File: config.mk
export PLATFORM = sky130hd
export DESIGN_NAME = regfile_mp_flat
export DESIGN_NICKNAME = d
export VERILOG_FILES = /design/src/rtl/regfile_mp_pkg.sv /design/src/rtl/regfile_mp_if.sv /design/src/rtl/regfile_mp_wr_arb.sv /design/src/rtl/regfile_mp.sv /design/src/flat_wrapper.sv
export SDC_FILE = /design/constraint.sdc
export NUM_CORES = 2
export LEC_CHECK = 0
export ABC_CLOCK_PERIOD_IN_PS = 56400
export CORE_MARGIN = 5
export CORE_UTILIZATION = 63
export CTS_BUF_LIST = sky130_fd_sc_hd__clkbuf_8 sky130_fd_sc_hd__clkbuf_16
export CTS_CLUSTER_DIAMETER = 80
export CTS_CLUSTER_SIZE = 28
export DETAILED_ROUTE_END_ITERATION = 10
export HOLD_SLACK_MARGIN = 0.06
export PLACE_DENSITY = 0.83
export RECOVER_POWER = 50
export SYNTH_ARGS = -nofsm -noshare
export SYNTH_HDL_FRONTEND = slang
export SYNTH_SLANG_ARGS = --single-unit
File: constraint.sdc
create_clock -name clk -period 56.4 [get_ports clk]
set_input_delay 16.92 -clock clk [delete_from_list [all_inputs] [get_ports clk]]
set_output_delay 16.92 -clock clk [all_outputs]
set_load 0.01 [all_outputs]
File: src/rtl/regfile_mp_pkg.sv
// Shared definitions for the multi-port register file: zero-register address,
// byte-enable type and the byte merge used by both storage write and bypass.
package regfile_pkg;

  localparam int unsigned REG_ZERO   = 0;
  localparam int unsigned MAX_DATA_W = 64;

  typedef logic [MAX_DATA_W/8-1:0] regfile_byte_en_t;

  function automatic logic [MAX_DATA_W-1:0] merge_bytes(
    input logic [MAX_DATA_W-1:0] old_d,
    input logic [MAX_DATA_W-1:0] new_d,
    input regfile_byte_en_t      be
  );
    logic [MAX_DATA_W-1:0] res;
    res = old_d;
    for (int b = 0; b < MAX_DATA_W/8; b++)
      if (be[b]) res[b*8 +: 8] = new_d[b*8 +: 8];
    return res;
  endfunction

endpackage

File: src/rtl/regfile_mp_if.sv
// Write/read bus of the multi-port register file; master drives addresses and data.
interface regfile_mp_if #(
  parameter int DATA_W = 32,
  parameter int ADDR_W = 5,
  parameter int NRD    = 2,
  parameter int NWR    = 1
);
  logic [NWR-1:0]          we;
  logic [NWR*ADDR_W-1:0]   waddr;
  logic [NWR*DATA_W-1:0]   wdata;
  logic [NWR*DATA_W/8-1:0] wbe;
  logic [NRD*ADDR_W-1:0]   raddr;
  logic [NRD*DATA_W-1:0]   rdata;
  logic                    wr_coll;
  logic [7:0]              coll_cnt;

  modport master (output we, waddr, wdata, wbe, raddr,
                  input  rdata, wr_coll, coll_cnt);
  modport slave  (input  we, waddr, wdata, wbe, raddr,
                  output rdata, wr_coll, coll_cnt);
endinterface

File: src/rtl/regfile_mp_wr_arb.sv
// Per-byte write arbitration: qualifies enables (reset, zero register), lets
// port 1 win overlapping bytes on a shared address and flags collisions.
module regfile_wr_arb
  import regfile_pkg::*;
#(
  parameter int DATA_W   = 32,
  parameter int ADDR_W   = 5,
  parameter int NWR      = 1,
  parameter int ZERO_REG = 1
) (
  input  logic                    blk,
  input  logic [NWR-1:0]          we,
  input  logic [NWR*ADDR_W-1:0]   waddr,
  input  logic [NWR*DATA_W/8-1:0] wbe,
  output logic [NWR*DATA_W/8-1:0] be_win,
  output logic                    coll_hit
);
  localparam int NB = DATA_W/8;

  logic [NWR*NB-1:0] be_req;

  always_comb begin
    be_req = '0;
    for (int k = 0; k < NWR; k++)
      if (we[k] && !blk &&
          !(ZERO_REG != 0 && waddr[k*ADDR_W +: ADDR_W] == ADDR_W'(REG_ZERO)))
        be_req[k*NB +: NB] = wbe[k*NB +: NB];
  end

  if (NWR == 2) begin : g_dual
    logic same_addr;
    assign same_addr = (waddr[0 +: ADDR_W] == waddr[ADDR_W +: ADDR_W]);
    assign be_win    = {be_req[NB +: NB],
                        be_req[0 +: NB] & ~({NB{same_addr}} & be_req[NB +: NB])};
    // qualified enables already exclude reset and the zero register
    assign coll_hit  = same_addr && (|(be_req[0 +: NB] & be_req[NB +: NB]));
  end else begin : g_single
    assign be_win   = be_req;
    assign coll_hit = 1'b0;
  end

endmodule

File: src/rtl/regfile_mp.sv
// Parametrised multi-port register file with byte enables, optional zero
// register, optional write-to-read bypass and write-collision tracking.
module regfile_mp
  import regfile_pkg::*;
#(
  parameter int DATA_W   = 32,
  parameter int ADDR_W   = 5,
  parameter int NRD      = 2,
  parameter int NWR      = 1,
  parameter int ZERO_REG = 1,
  parameter int BYPASS   = 0
) (
  input logic         clk,
  input logic         rst,
  regfile_mp_if.slave bus
);
  localparam int NREG = 2**ADDR_W;
  localparam int NB   = DATA_W/8;

  logic [DATA_W-1:0] mem     [NREG];
  logic [DATA_W-1:0] mem_nxt [NREG];
  logic [DATA_W-1:0] rd_src  [NREG];
  logic [NWR*NB-1:0] be_win;
  logic              coll_hit;
  logic              wr_coll_q;
  logic [7:0]        coll_cnt_q;

  regfile_wr_arb #(
    .DATA_W(DATA_W), .ADDR_W(ADDR_W), .NWR(NWR), .ZERO_REG(ZERO_REG)
  ) u_arb (
    .blk     (rst),
    .we      (bus.we),
    .waddr   (bus.waddr),
    .wbe     (bus.wbe),
    .be_win  (be_win),
    .coll_hit(coll_hit)
  );

  // next-state image of the array; doubles as the bypass source
  always_comb begin
    for (int r = 0; r < NREG; r++) begin
      mem_nxt[r] = mem[r];
      for (int k = 0; k < NWR; k++)
        if (bus.waddr[k*ADDR_W +: ADDR_W] == ADDR_W'(r))
          mem_nxt[r] = DATA_W'(merge_bytes(MAX_DATA_W'(mem_nxt[r]),
                                           MAX_DATA_W'(bus.wdata[k*DATA_W +: DATA_W]),
                                           regfile_byte_en_t'(be_win[k*NB +: NB])));
    end
  end

  always_ff @(posedge clk or posedge rst) begin
    if (rst) begin
      for (int r = 0; r < NREG; r++) mem[r] <= '0;
    end else begin
      for (int r = 0; r < NREG; r++) mem[r] <= mem_nxt[r];
    end
  end

  if (BYPASS != 0) begin : g_byp
    assign rd_src = mem_nxt;
  end else begin : g_nobyp
    assign rd_src = mem;
  end

  always_comb begin
    bus.rdata = '0;
    for (int j = 0; j < NRD; j++)
      bus.rdata[j*DATA_W +: DATA_W] = rd_src[bus.raddr[j*ADDR_W +: ADDR_W]];
  end

  // coll_hit is constant 0 for a single write port, so these flops fold away
  always_ff @(posedge clk or posedge rst) begin
    if (rst) begin
      wr_coll_q  <= 1'b0;
      coll_cnt_q <= 8'd0;
    end else begin
      wr_coll_q <= coll_hit;
      if (coll_hit && coll_cnt_q != 8'hFF) coll_cnt_q <= coll_cnt_q + 8'd1;
    end
  end

  assign bus.wr_coll  = wr_coll_q;
  assign bus.coll_cnt = coll_cnt_q;

endmodule
File: src/flat_wrapper.sv
// flat-port wrapper written by rule: the top's interface ports become plain ports
module regfile_mp_flat import regfile_pkg::*;
#(
  parameter int DATA_W   = 32,
  parameter int ADDR_W   = 5,
  parameter int NRD      = 2,
  parameter int NWR      = 1,
  parameter int ZERO_REG = 1,
  parameter int BYPASS   = 0
)
  (clk, rst, bus_we, bus_waddr, bus_wdata, bus_wbe, bus_raddr, bus_rdata, bus_wr_coll, bus_coll_cnt);
  regfile_mp_if #(.DATA_W(DATA_W), .ADDR_W(ADDR_W), .NRD(NRD), .NWR(NWR)) bus_i ();
  input logic clk;
  input logic rst;
  input wire logic [$bits(bus_i.we)-1:0] bus_we;
  input wire logic [$bits(bus_i.waddr)-1:0] bus_waddr;
  input wire logic [$bits(bus_i.wdata)-1:0] bus_wdata;
  input wire logic [$bits(bus_i.wbe)-1:0] bus_wbe;
  input wire logic [$bits(bus_i.raddr)-1:0] bus_raddr;
  output wire logic [$bits(bus_i.rdata)-1:0] bus_rdata;
  output wire logic [$bits(bus_i.wr_coll)-1:0] bus_wr_coll;
  output wire logic [$bits(bus_i.coll_cnt)-1:0] bus_coll_cnt;
  assign bus_i.we = bus_we;
  assign bus_i.waddr = bus_waddr;
  assign bus_i.wdata = bus_wdata;
  assign bus_i.wbe = bus_wbe;
  assign bus_i.raddr = bus_raddr;
  assign bus_rdata = bus_i.rdata;
  assign bus_wr_coll = bus_i.wr_coll;
  assign bus_coll_cnt = bus_i.coll_cnt;
  regfile_mp #(.DATA_W(DATA_W), .ADDR_W(ADDR_W), .NRD(NRD), .NWR(NWR), .ZERO_REG(ZERO_REG), .BYPASS(BYPASS)) u_core (.clk(clk), .rst(rst), .bus(bus_i));
endmodule
==> flow_summary.rst <==
.. list-table::
   :header-rows: 1

   * - Metric
     - Value
   * - Number of nets in the layout
     - 4550
   * - Internal power
     - 1.085 mW
   * - Req. time, crit path
     - 39480 ps
   * - Bufs on Longest Clock Path
     - 3
   * - Longest individual stage delay on the worst path
     - 820 ps
   * - Clock insertion delay at the later pin of the skew report
     - 640 ps
   * - GRT Overall Usage
     - 0.3318
   * - Hold-fix buffers at CTS
     - 0
   * - Most instantiated cells after synthesis
     - dfrtp_1 (1024), mux2i_1 (1024), mux2_2 (939), clkbuf_1 (265), nand2_1 (244)
   * - Total congestion overflow after global routing
     - 0
   * - Crit-path max FO
     - 140
   * - CTS buffer count
     - 48
   * - Fillers
     - ~6600
   * - Number of distinct library cells after synthesis
     - 33
   * - Mapped Cells
     - 4671
   * - Chip height
     - 307.9 um
   * - Core Footprint
     - 88240 um^2
   * - Clock share of power
     - 0.282
   * - Depth of the CTS H-tree
     - 2
   * - Result of the run
     - complete, but fails checks
   * - Max-Slew Margin vs Limit
     - -5.426
   * - Number of cells upsized or downsized after cts
     - 0
   * - Number of global-route vias before repair
     - 40268
   * - Shortest clock period the worst path allows after layout
     - 38700 ps
   * - Part of the total power dissipated in sequential elements
     - 0.550
   * - Period Utilization, post-route
     - 0.6862
   * - Post-placement cell area
     - 57460 um^2
   * - Share of layout cells above drive strength 1
     - 0.2421
   * - Max Cap Viol
     - 9
   * - Setup crit start kind
     - input port
   * - Wire length per cell after detailed routing
     - ~28 um
   * - Hold Violations, Final
     - 0
   * - Post-route setup TNS
     - 0 ps
   * - Worst IR Drop VDD
     - 0.03832 mV
   * - CTS tree
     - done
   * - Combinational share of power
     - 0.169
   * - Number of placed I/O pins
     - 127
   * - Detailed-route DRC error count
     - 0
   * - Worst Setup Slack, final
     - about 18000 ps
   * - Clock root buffer
     - clkbuf_16
   * - Post-synthesis cell area
     - 55900 um^2
   * - HPWL reported at the end of detailed placement
     - 98220 um
   * - Largest register FFs
     - 1024
   * - Post-detailed-route count of antenna-violating nets
     - 0
   * - Number of synthesized register bits
     - 1024
   * - Maximum number of pins on one net before global-route repair
     - about 190
   * - Full die area
     - roughly 95000 um^2
   * - Largest area contributor in the synthesized netlist
     - dfrtp_1
   * - Type of the most critical hold path
     - flip-flop to flip-flop
   * - Worst slack after detailed placement
     - between 15000 and 20000 ps
   * - Share of synthesized area occupied by flip-flops and latches
     - 0.4584
   * - DIE WIDTH
     - approximately 300 um
   * - Warnings, synthesis
     - 0
   * - Ordered cell list for the critical path
     - buf_8 > buf_12 > buf_4 > buf_4 > mux2i_1 > a22o_1 > nor3_1 > a31oi_1 > nand3_1 > clkdlybuf4s50_1
   * - Maximum frequency from static timing analysis
     - between 20 and 30 MHz
   * - Final setup vio count
     - 0
   * - Clock-pin transition on the worst setup and hold timing paths
     - 90 ps
   * - Total via count after detailed routing
     - 39910
   * - PortBufs
     - 117
   * - Final wirelength
     - 162000 um
   * - Gpl congestion
     - 0.8877
   * - Number of synthesized flops with an enable pin
     - 0
   * - Via count normalized by instance count
     - 7.008
   * - Antenna violations before repair
     - 8
   * - Arrival @ worst endpoint
     - approximately 22000 ps
   * - Final cell area excluding filler cells
     - 58580 um^2
   * - Slew of the pin with the lowest slew margin
     - 9639 ps
   * - Share of the synthesized area in the top cell type
     - 0.4584
   * - Critical path endpoint category
     - output pin
   * - Setup repair after global routing missed its margin
     - false
   * - 1st-iter DRT viols
     - 5031
   * - Biggest area contributors in the synthesized netlist
     - dfrtp_1 (46%), mux2_2 (19%), mux2i_1 (18%)
   * - Switching fraction of total power
     - 0.2867
   * - Wire length of the first global-routing pass
     - 245400 um
   * - Cell with the biggest individual delay on the critical path
     - buf_4
   * - Setup skew after layout
     - 0 ps
   * - Initial cell density of the core
     - 0.6335
   * - Std-Cell Rows
     - 109
   * - Leading register cell type out of synthesis
     - dfrtp_1
   * - Most prevalent standard cell on the critical path
     - buf_4
   * - Total power density per cell area
     - around 26 nW/um^2
   * - Number of iterations in the first detailed-routing pass
     - 8
   * - Leakage power of the design
     - ~29 nW
   * - Synth-to-Final Area Change
     - 4.788%
   * - Register with the most flip-flops
     - u_core.mem
   * - Switching power
     - 0.4362 mW
   * - Number of buffers added for setup after CTS
     - 0
   * - Syn_area_per_cell
     - 11.97 um^2
   * - Async set-or-reset flop fraction in the synthesized netlist
     - 1.000
   * - Number of pins with negative max-slew slack in the final report
     - slightly below 700
   * - Violations in the final reports
     - max-capacitance violations, max-slew violations
   * - Critical path type
     - input port to output pin
   * - Registers with the most flip-flops
     - u_core.mem x1024
   * - CTS Sinks
     - 1024
power by group through the flow:
| stage | sequential [mW] | combinational, mW | clock (mW) |
|---|---|---|---|
| 3_3_place_gp | 0.844 | 0.248 | 0 |
| 4_1_cts | 0.834 | 0.256 | 0.431 |
| 3_5_place_dp | 0.849 | 0.254 | 0 |
| 2_1_floorplan | 0.838 | 0.186 | 0 |
| 6_report | 0.837 | 0.256 | 0.428 |
| 5_1_grt | 0.843 | 0.275 | 0.456 |
worst max-delay path, delay by kind of cell:
| family | cells | cell delay [ps] |
|---|---|---|
| buffers and inverters | 5 | 3540 |
| AO/OA/AOI/OAI | 2 | 410 |
| multiplexers | 1 | 270 |
| AND/OR/NAND/NOR | 2 | 300 |
path summary, 6_finish.rpt:
check	end	cells after the start	startpoint	slack, ps
max	bus_rdata[55]	10	bus_raddr[6]	17700
min	u_core.mem[996]$_DFFE_PP0P_	0	u_core.mem[996]$_DFFE_PP0P_	410
max reg2reg	u_core.mem[487]$_DFFE_PP0P_	1	u_core.mem[487]$_DFFE_PP0P_	55550
min reg2reg	u_core.mem[996]$_DFFE_PP0P_	0	u_core.mem[996]$_DFFE_PP0P_	410
max in group asynchronous	u_core.mem[42]$_DFFE_PP0P_	4	rst	23740
min in group asynchronous	u_core.mem[668]$_DFFE_PP0P_	2	rst	18610
layout make-up:
cell class,count,area (um^2),area share
Timing Repair Buffer,168,1590,0.02715
Antenna cell,8,20.02,0.0003418
Multi-Input combinational cell,3253,28360,0.4841
Tap cell,1165,1458,0.02488
Sequential cell,1024,25620,0.4374
Clock inverter,26,282.8,0.004827
Inverter,1,5.005,0.00008544
Clock buffer,50,1240,0.02117
placed cells by master (no fill, tap or decap), types with 2 or more instances in the layout:
cell,n
buf_4,32
nor3_1,65
nor2b_4,4
mux2i_1,1024
nand2b_2,4
conb_1,9
a22o_1,128
or3b_2,2
buf_12,6
and3_1,3
a21oi_1,192
nand2b_1,2
nor2b_1,3
nor2_1,68
mux2_2,942
clkinv_2,4
bufinv_16,2
diode_2,8
clkinvlp_4,4
nand3_1,204
clkinv_8,3
dfrtp_1,1024
a31oi_1,64
nand2_2,19
nand2_1,265
clkbuf_16,49
or2_2,3
nor2_4,2
buf_8,2
and3b_1,2
mux2_1,49
inv_6,4
inv_8,5
a22oi_1,192
clkdlybuf4s50_1,114
inv_1,2
clkbuf_1,13
and2_4,2
layer usage:
metal	up-vias	track usage	wire length, um
met5	-	0	0
met4	0	0.1428	7792
met3	484	0.06592	15140
met2	2094	0.5208	74540
met1	20518	0.4547	64540
li1	16814	-	-
cells by family (layout without fill, tap and decap cells):
| group | count (synthesis) | after routing | synth area share |
|---|---|---|---|
| AOI/OAI and AO/OA | 576 | 576 | 0.07019 |
| buffers and inverters | 402 | 245 | 0.02970 |
| DFF | 1024 | 1024 | 0.4584 |
| muxes | 2016 | 2016 | 0.3837 |
| other | 1 | 17 | 0.00006708 |
| and+or+nand+nor | 652 | 652 | 0.05793 |
metrics by stage:
step	instances	power [mW]	hold WS, ps	utilization
finish	5695	1.521	409.3	0.6639
detailed placement	5611	1.103	387.6	0.6512
CTS	5687	1.521	411.5	0.6684
floorplan	4679	1.024	448.8	-
global placement	5611	1.091	383.5	0.6512
global route	5693	1.574	422.5	0.6638
Note: power is estimated with default switching activity, not from simulation.
